## config.mk

```make
export PLATFORM = sky130hd
export DESIGN_NAME = serial_parallel_aligner
export DESIGN_NICKNAME = d
export VERILOG_FILES = /design/src/rtl/serial_parallel_aligner_pkg.sv /design/src/rtl/serial_parallel_aligner_sp_shift_window.sv /design/src/rtl/serial_parallel_aligner.sv
export SDC_FILE = /design/constraint.sdc
export NUM_CORES = 1
export LEC_CHECK = 0
export ABC_AREA = 1
export ABC_CLOCK_PERIOD_IN_PS = 4250
export CAP_MARGIN = 20
export CORE_MARGIN = 1.5
export CORE_UTILIZATION = 40
export DETAILED_ROUTE_END_ITERATION = 16
export GPL_ROUTABILITY_DRIVEN = 0
export REMOVE_ABC_BUFFERS = 1
export SYNTH_ARGS = -nofsm -noshare
export SYNTH_HDL_FRONTEND = slang
export SYNTH_SLANG_ARGS = --single-unit
```

## constraint.sdc

```tcl
create_clock -name clk_32f -period 4.25 [get_ports clk_32f]
set_clock_uncertainty 0.2 [all_clocks]
set_input_delay 1.275 -clock clk_32f [delete_from_list [all_inputs] [get_ports clk_32f]]
set_output_delay 1.275 -clock clk_32f [all_outputs]
set_load 0.02 [all_outputs]
```

## src/rtl/serial_parallel_aligner_pkg.sv

```systemverilog
// Shared definitions for the comma-aligning serial-to-parallel receiver.
// Holds the FSM state encoding, the default comma symbol and the counter sizing helper.
package serial_parallel_aligner_pkg;

    typedef enum logic [1:0] {
        SEARCH = 2'd0,
        ALIGN  = 2'd1,
        LOCKED = 2'd2
    } state_t;

    localparam logic [7:0] COMMA_DEFAULT = 8'hBC;

    // Bits needed to hold 0..max_val; never narrower than one bit.
    function automatic int cnt_width(input int max_val);
        if (max_val < 1) begin
            return 1;
        end
        return $clog2(max_val + 1);
    endfunction

endpackage

```

## src/rtl/serial_parallel_aligner_sp_shift_window.sv

```systemverilog
// Serial shift register exposing a WIDTH-bit window: the current bit plus the previous WIDTH-1 bits.
// The newest bit sits in the LSB so a word sent MSB first lines up with its natural bit order.
module sp_shift_window #(
    parameter int WIDTH = 8
) (
    input  logic             clk,
    input  logic             reset_L,
    input  logic             data_in,
    output logic [WIDTH-1:0] window
);

    logic [WIDTH-2:0] sr;

    always_ff @(posedge clk) begin
        if (!reset_L) begin
            sr <= '0;
        end else begin
            sr <= window[WIDTH-2:0];
        end
    end

    assign window = {sr, data_in};

endmodule

```

## src/rtl/serial_parallel_aligner.sv

```systemverilog
// Comma-aligned deserialiser for a PHY receive lane: searches for COMMA at any bit offset,
// locks after LOCK_COUNT aligned commas and drops lock after MISALIGN_LIMIT misaligned ones.
module serial_parallel_aligner
    import serial_parallel_aligner_pkg::*;
#(
    parameter int               WIDTH          = 8,
    parameter logic [WIDTH-1:0] COMMA          = WIDTH'(COMMA_DEFAULT),
    parameter int               LOCK_COUNT     = 4,
    parameter int               MISALIGN_LIMIT = 2
) (
    input  logic             clk_32f,
    input  logic             reset_L,
    input  logic             data_in,
    output logic [WIDTH-1:0] data_out,
    output logic             valid_out,
    output logic             word_strobe,
    output logic             active
);

    localparam int BIT_W = $clog2(WIDTH);
    localparam int CC_W  = cnt_width(LOCK_COUNT);
    localparam int MC_W  = cnt_width(MISALIGN_LIMIT);

    localparam logic [BIT_W-1:0] LAST_BIT = BIT_W'(WIDTH - 1);
    localparam logic [CC_W-1:0]  LOCK_MAX = CC_W'(LOCK_COUNT);
    localparam logic [MC_W-1:0]  MIS_MAX  = MC_W'(MISALIGN_LIMIT);

    logic [WIDTH-1:0] window;

    state_t           state,        state_nxt;
    logic [BIT_W-1:0] bit_cnt,      bit_cnt_nxt;
    logic [CC_W-1:0]  comma_cnt,    comma_cnt_nxt;
    logic [MC_W-1:0]  mis_cnt,      mis_cnt_nxt;
    logic [WIDTH-1:0] data_nxt;
    logic             valid_nxt;
    logic             strobe_nxt;
    logic             active_nxt;

    logic             is_comma;
    logic             boundary;
    logic [CC_W-1:0]  comma_cnt_inc;
    logic [MC_W-1:0]  mis_cnt_inc;

    sp_shift_window #(
        .WIDTH (WIDTH)
    ) u_window (
        .clk     (clk_32f),
        .reset_L (reset_L),
        .data_in (data_in),
        .window  (window)
    );

    assign is_comma      = (window == COMMA);
    assign boundary      = (state != SEARCH) && (bit_cnt == LAST_BIT);
    assign comma_cnt_inc = comma_cnt + CC_W'(1);
    assign mis_cnt_inc   = mis_cnt + MC_W'(1);

    always_ff @(posedge clk_32f) begin
        if (!reset_L) begin
            state       <= SEARCH;
            bit_cnt     <= '0;
            comma_cnt   <= '0;
            mis_cnt     <= '0;
            data_out    <= '0;
            valid_out   <= 1'b0;
            word_strobe <= 1'b0;
            active      <= 1'b0;
        end else begin
            state       <= state_nxt;
            bit_cnt     <= bit_cnt_nxt;
            comma_cnt   <= comma_cnt_nxt;
            mis_cnt     <= mis_cnt_nxt;
            data_out    <= data_nxt;
            valid_out   <= valid_nxt;
            word_strobe <= strobe_nxt;
            active      <= active_nxt;
        end
    end

    always_comb begin
        state_nxt     = state;
        bit_cnt_nxt   = boundary ? '0 : bit_cnt + BIT_W'(1);
        comma_cnt_nxt = comma_cnt;
        mis_cnt_nxt   = mis_cnt;
        data_nxt      = data_out;
        valid_nxt     = valid_out;
        strobe_nxt    = boundary;
        active_nxt    = active;

        case (state)
            SEARCH: begin
                // Bit position is meaningless until a comma fixes the word phase.
                bit_cnt_nxt = '0;
                if (is_comma) begin
                    comma_cnt_nxt = CC_W'(1);
                    mis_cnt_nxt   = '0;
                    if (LOCK_COUNT == 1) begin
                        state_nxt  = LOCKED;
                        active_nxt = 1'b1;
                    end else begin
                        state_nxt = ALIGN;
                    end
                end
            end

            ALIGN: begin
                if (boundary) begin
                    if (is_comma) begin
                        if (comma_cnt_inc >= LOCK_MAX) begin
                            comma_cnt_nxt = LOCK_MAX;
                            mis_cnt_nxt   = '0;
                            state_nxt     = LOCKED;
                            active_nxt    = 1'b1;
                        end else begin
                            comma_cnt_nxt = comma_cnt_inc;
                        end
                    end else begin
                        comma_cnt_nxt = '0;
                        state_nxt     = SEARCH;
                    end
                end
            end

            LOCKED: begin
                if (boundary) begin
                    if (is_comma) begin
                        valid_nxt   = 1'b0;
                        mis_cnt_nxt = '0;
                    end else begin
                        data_nxt  = window;
                        valid_nxt = 1'b1;
                    end
                end else if (is_comma) begin
                    // A comma off the word grid suggests slipped alignment; tolerate a few.
                    if (mis_cnt_inc >= MIS_MAX) begin
                        mis_cnt_nxt   = MIS_MAX;
                        comma_cnt_nxt = '0;
                        state_nxt     = SEARCH;
                        active_nxt    = 1'b0;
                        valid_nxt     = 1'b0;
                    end else begin
                        mis_cnt_nxt = mis_cnt_inc;
                    end
                end
            end

            default: begin
                state_nxt  = SEARCH;
                active_nxt = 1'b0;
                valid_nxt  = 1'b0;
            end
        endcase
    end

endmodule
```

==> summary.txt <==
cell area after synthesis: 1420 µm²
fraction of synthesized area in multiplexers: 0
number of vias in the routed layout: 1239
simple-gate share of the synthesized area: 0.361
deepest clock path buffer count: 2
top cell type by total area after synthesis: dfxtp_1
number of I/O pins: 14
average size of a mapped cell: 6.94 µm²
Placeable Area: 3360 µm²
worst slack on hold paths: 0.241 ns
cell-by-cell trace of the critical path: clkdlybuf4s50_1
per-cell via count in the routed design: 4.66
run status: finished, final reports clean
post-cts repair resize count: 0
count of pins over their slew limit: 0
Layout Nets: 232
number of buffers created by CTS: 3
1st-iter DRT viols: 71
first-pass GRT wire length: 5060 µm
portion of the clock cycle consumed by the worst path in the final layout: 0.649
die area: 3920 µm²
post-route setup TNS: 0 ns
cell type of the slowest stage on the worst timing path: clkdlybuf4s50_1
Die X-Extent: 62.6 µm
maximum fanout encountered on the critical timing path: 2
total of endpoints with negative setup slack in the final report: 0
placed wire-length estimate after detailed placement: 2160 µm
number of inserted diodes: 0
most used cells in the layout excluding fill and tap cells: nand2_1, inv_1, nor2_1, dfxtp_1, nand3_1
dominant combinational cell family by area after synthesis: simple AND/OR/NAND/NOR gates
initial antenna violation count: 0
Yosys cell types: 23
DR DRC count: 0
area share of fa/ha/maj cells after synthesis: 0.0704
static power due to leakage: 0.760 nW
area added between synthesis and finish: 15.0%
category of the worst setup path capture point: output pin
logic depth of the worst setup path including buffers: 1
WL final: 2730 µm
post-synthesis xor/xnor area fraction: 0
worst min-delay path category: reg2reg
TritonCTS clock tree: done
number of cells produced by synthesis: 205
ratio of total power to cell area: 422 nW/µm²
worst relative slew slack: 0.791
IR Drop Worst-Case VDD: 0.218 mV
Final min period: 2.76 ns
main area contributors after synthesis: dfxtp_1, nand2_1, inv_1
crit path buf inv count: 1
Ys Warns: 0
initial cell density of the core: 0.423
number of global-route vias before repair: 1182
data arrival time of the critical path: 1.28 ns
compound-gate portion of the synthesized area: 0.0748
category of the most critical setup path: reg2out
largest net degree at the start of global routing: 19
depth of the CTS H-tree: 1
row count: 21
top-area cell type share of the netlist area: 0.394
proportion of synthesized chip area in sequential cells: 0.394
clock root buffer master: clkbuf_4
crit-path leading delay family: buffers and inverters
critical path launch point type: register
slowest cell delay on critical path: 0.61 ns
WL/cell: 10.3 µm
later-pin clock latency in the skew report: 0.31 ns
required time reported for the critical path endpoint: 2.77 ns
overall fraction of global-route tracks in use: 0.154
post-CTS setup buffers: 0
number of detailed-routing iterations run before antenna repair: 4
Yosys reg bits: 28
Num Clock Sinks: 28
total grt overflow: 0
slew at the pin with the worst max-slew slack: 0.314 ns
final-layout fill cell count: 344
endpoints failing hold: 0
most common library cell in the layout ignoring fill and taps: nand2_1
highest achievable clock rate: 0.363 GHz
Reg2Reg Depth: 10
clk slew on worst S/H paths: 0.14 ns
Max Cap Viol: 0
Finished Core Util: 0.486
number of buffers inserted by hold repair at cts: 0
number of cells traversed by the worst hold path: 1
number of buffers added on ports: 13
die extent in y: 62.6 µm
fraction of final layout cells sized beyond drive strength 1: 0.0773
setup repair after global routing missed its margin: no
number of antenna-violating nets in the routed design: 0
## metrics by stage
stage	std cells	cell area, µm²	worst slack [ns]	total power [mW]
after detailed placement	262	1600	1.20	0.570
after CTS	266	1640	1.47	0.695
final	266	1640	1.49	0.690
after floorplan	202	1400	1.88	0.514
after global routing	266	1640	1.43	0.752
after global placement	262	1600	1.27	0.560
## worst paths after layout
check	startpoint	end	slack (ns)
hold reg to reg	bit_cnt[0]	bit_cnt[0]	0.24
setup reg to reg	state[0]	state[0]	2.32
hold / removal	bit_cnt[0]	bit_cnt[0]	0.24
setup / recovery	active	active	1.49
## cells in the mapped netlist (all sizes together)
library cell and instances:
a21oi 13, buf 1, clkbuf 2, clkinv 1, dfxtp 28, ha 8, inv 32, nand2 60
nand3 16, nand3b 1, nand4 4, nor2 31, nor3 2, o211ai 1, o21ai 3, o21bai 2
## power breakdown
group	internal, mW	switching (mW)
registers	0.289	0.0175
clock network	0.0523	0.0740
logic	0.0946	0.163
total	0.436	0.254
## final cells by class
| type | count | area (µm²) | share of cell area |
|---|---|---|---|
| well taps | 46 | 57.6 | 0.0352 |
| clock buffers | 4 | 36.3 | 0.0222 |
| repair buffers | 14 | 138 | 0.0842 |
| flip-flops and latches | 28 | 561 | 0.343 |
| multi-input cells | 141 | 719 | 0.440 |
| inverters | 33 | 124 | 0.0757 |
## registers in the layout (all words and copies together) (netlist names)
register and flops:
data_out 8, bit_cnt 3, valid_out 1, mis_cnt 2, state 2, word_strobe 1
u_window.sr 7, active 1, comma_cnt 3
## per-layer routing
metal,wire length [µm],GRT usage,up-vias
met5,0,0,-
met4,22,0.0417,0
met3,138,0.0198,2
met2,1300,0.276,33
met1,1270,0.193,540
li1,-,-,664
## worst reg2reg max path, stage by stage (launching register included)
cell	delay [ns]
dfxtp_1	0.40
inv_1	0.08
ha_1	0.27
inv_2	0.12
nand2_2	0.12
nand2_1	0.13
nand3_1	0.09
nand3b_1	0.20
nor2_1	0.14
nor2_1	0.05
nor2_1	0.09
## cells by family after synthesis
logic type | Yosys count
compound gates | 19
simple gates | 114
buf+inv | 36
fa+ha+maj | 8
flops | 28
Note: power is estimated with default switching activity, not from simulation.
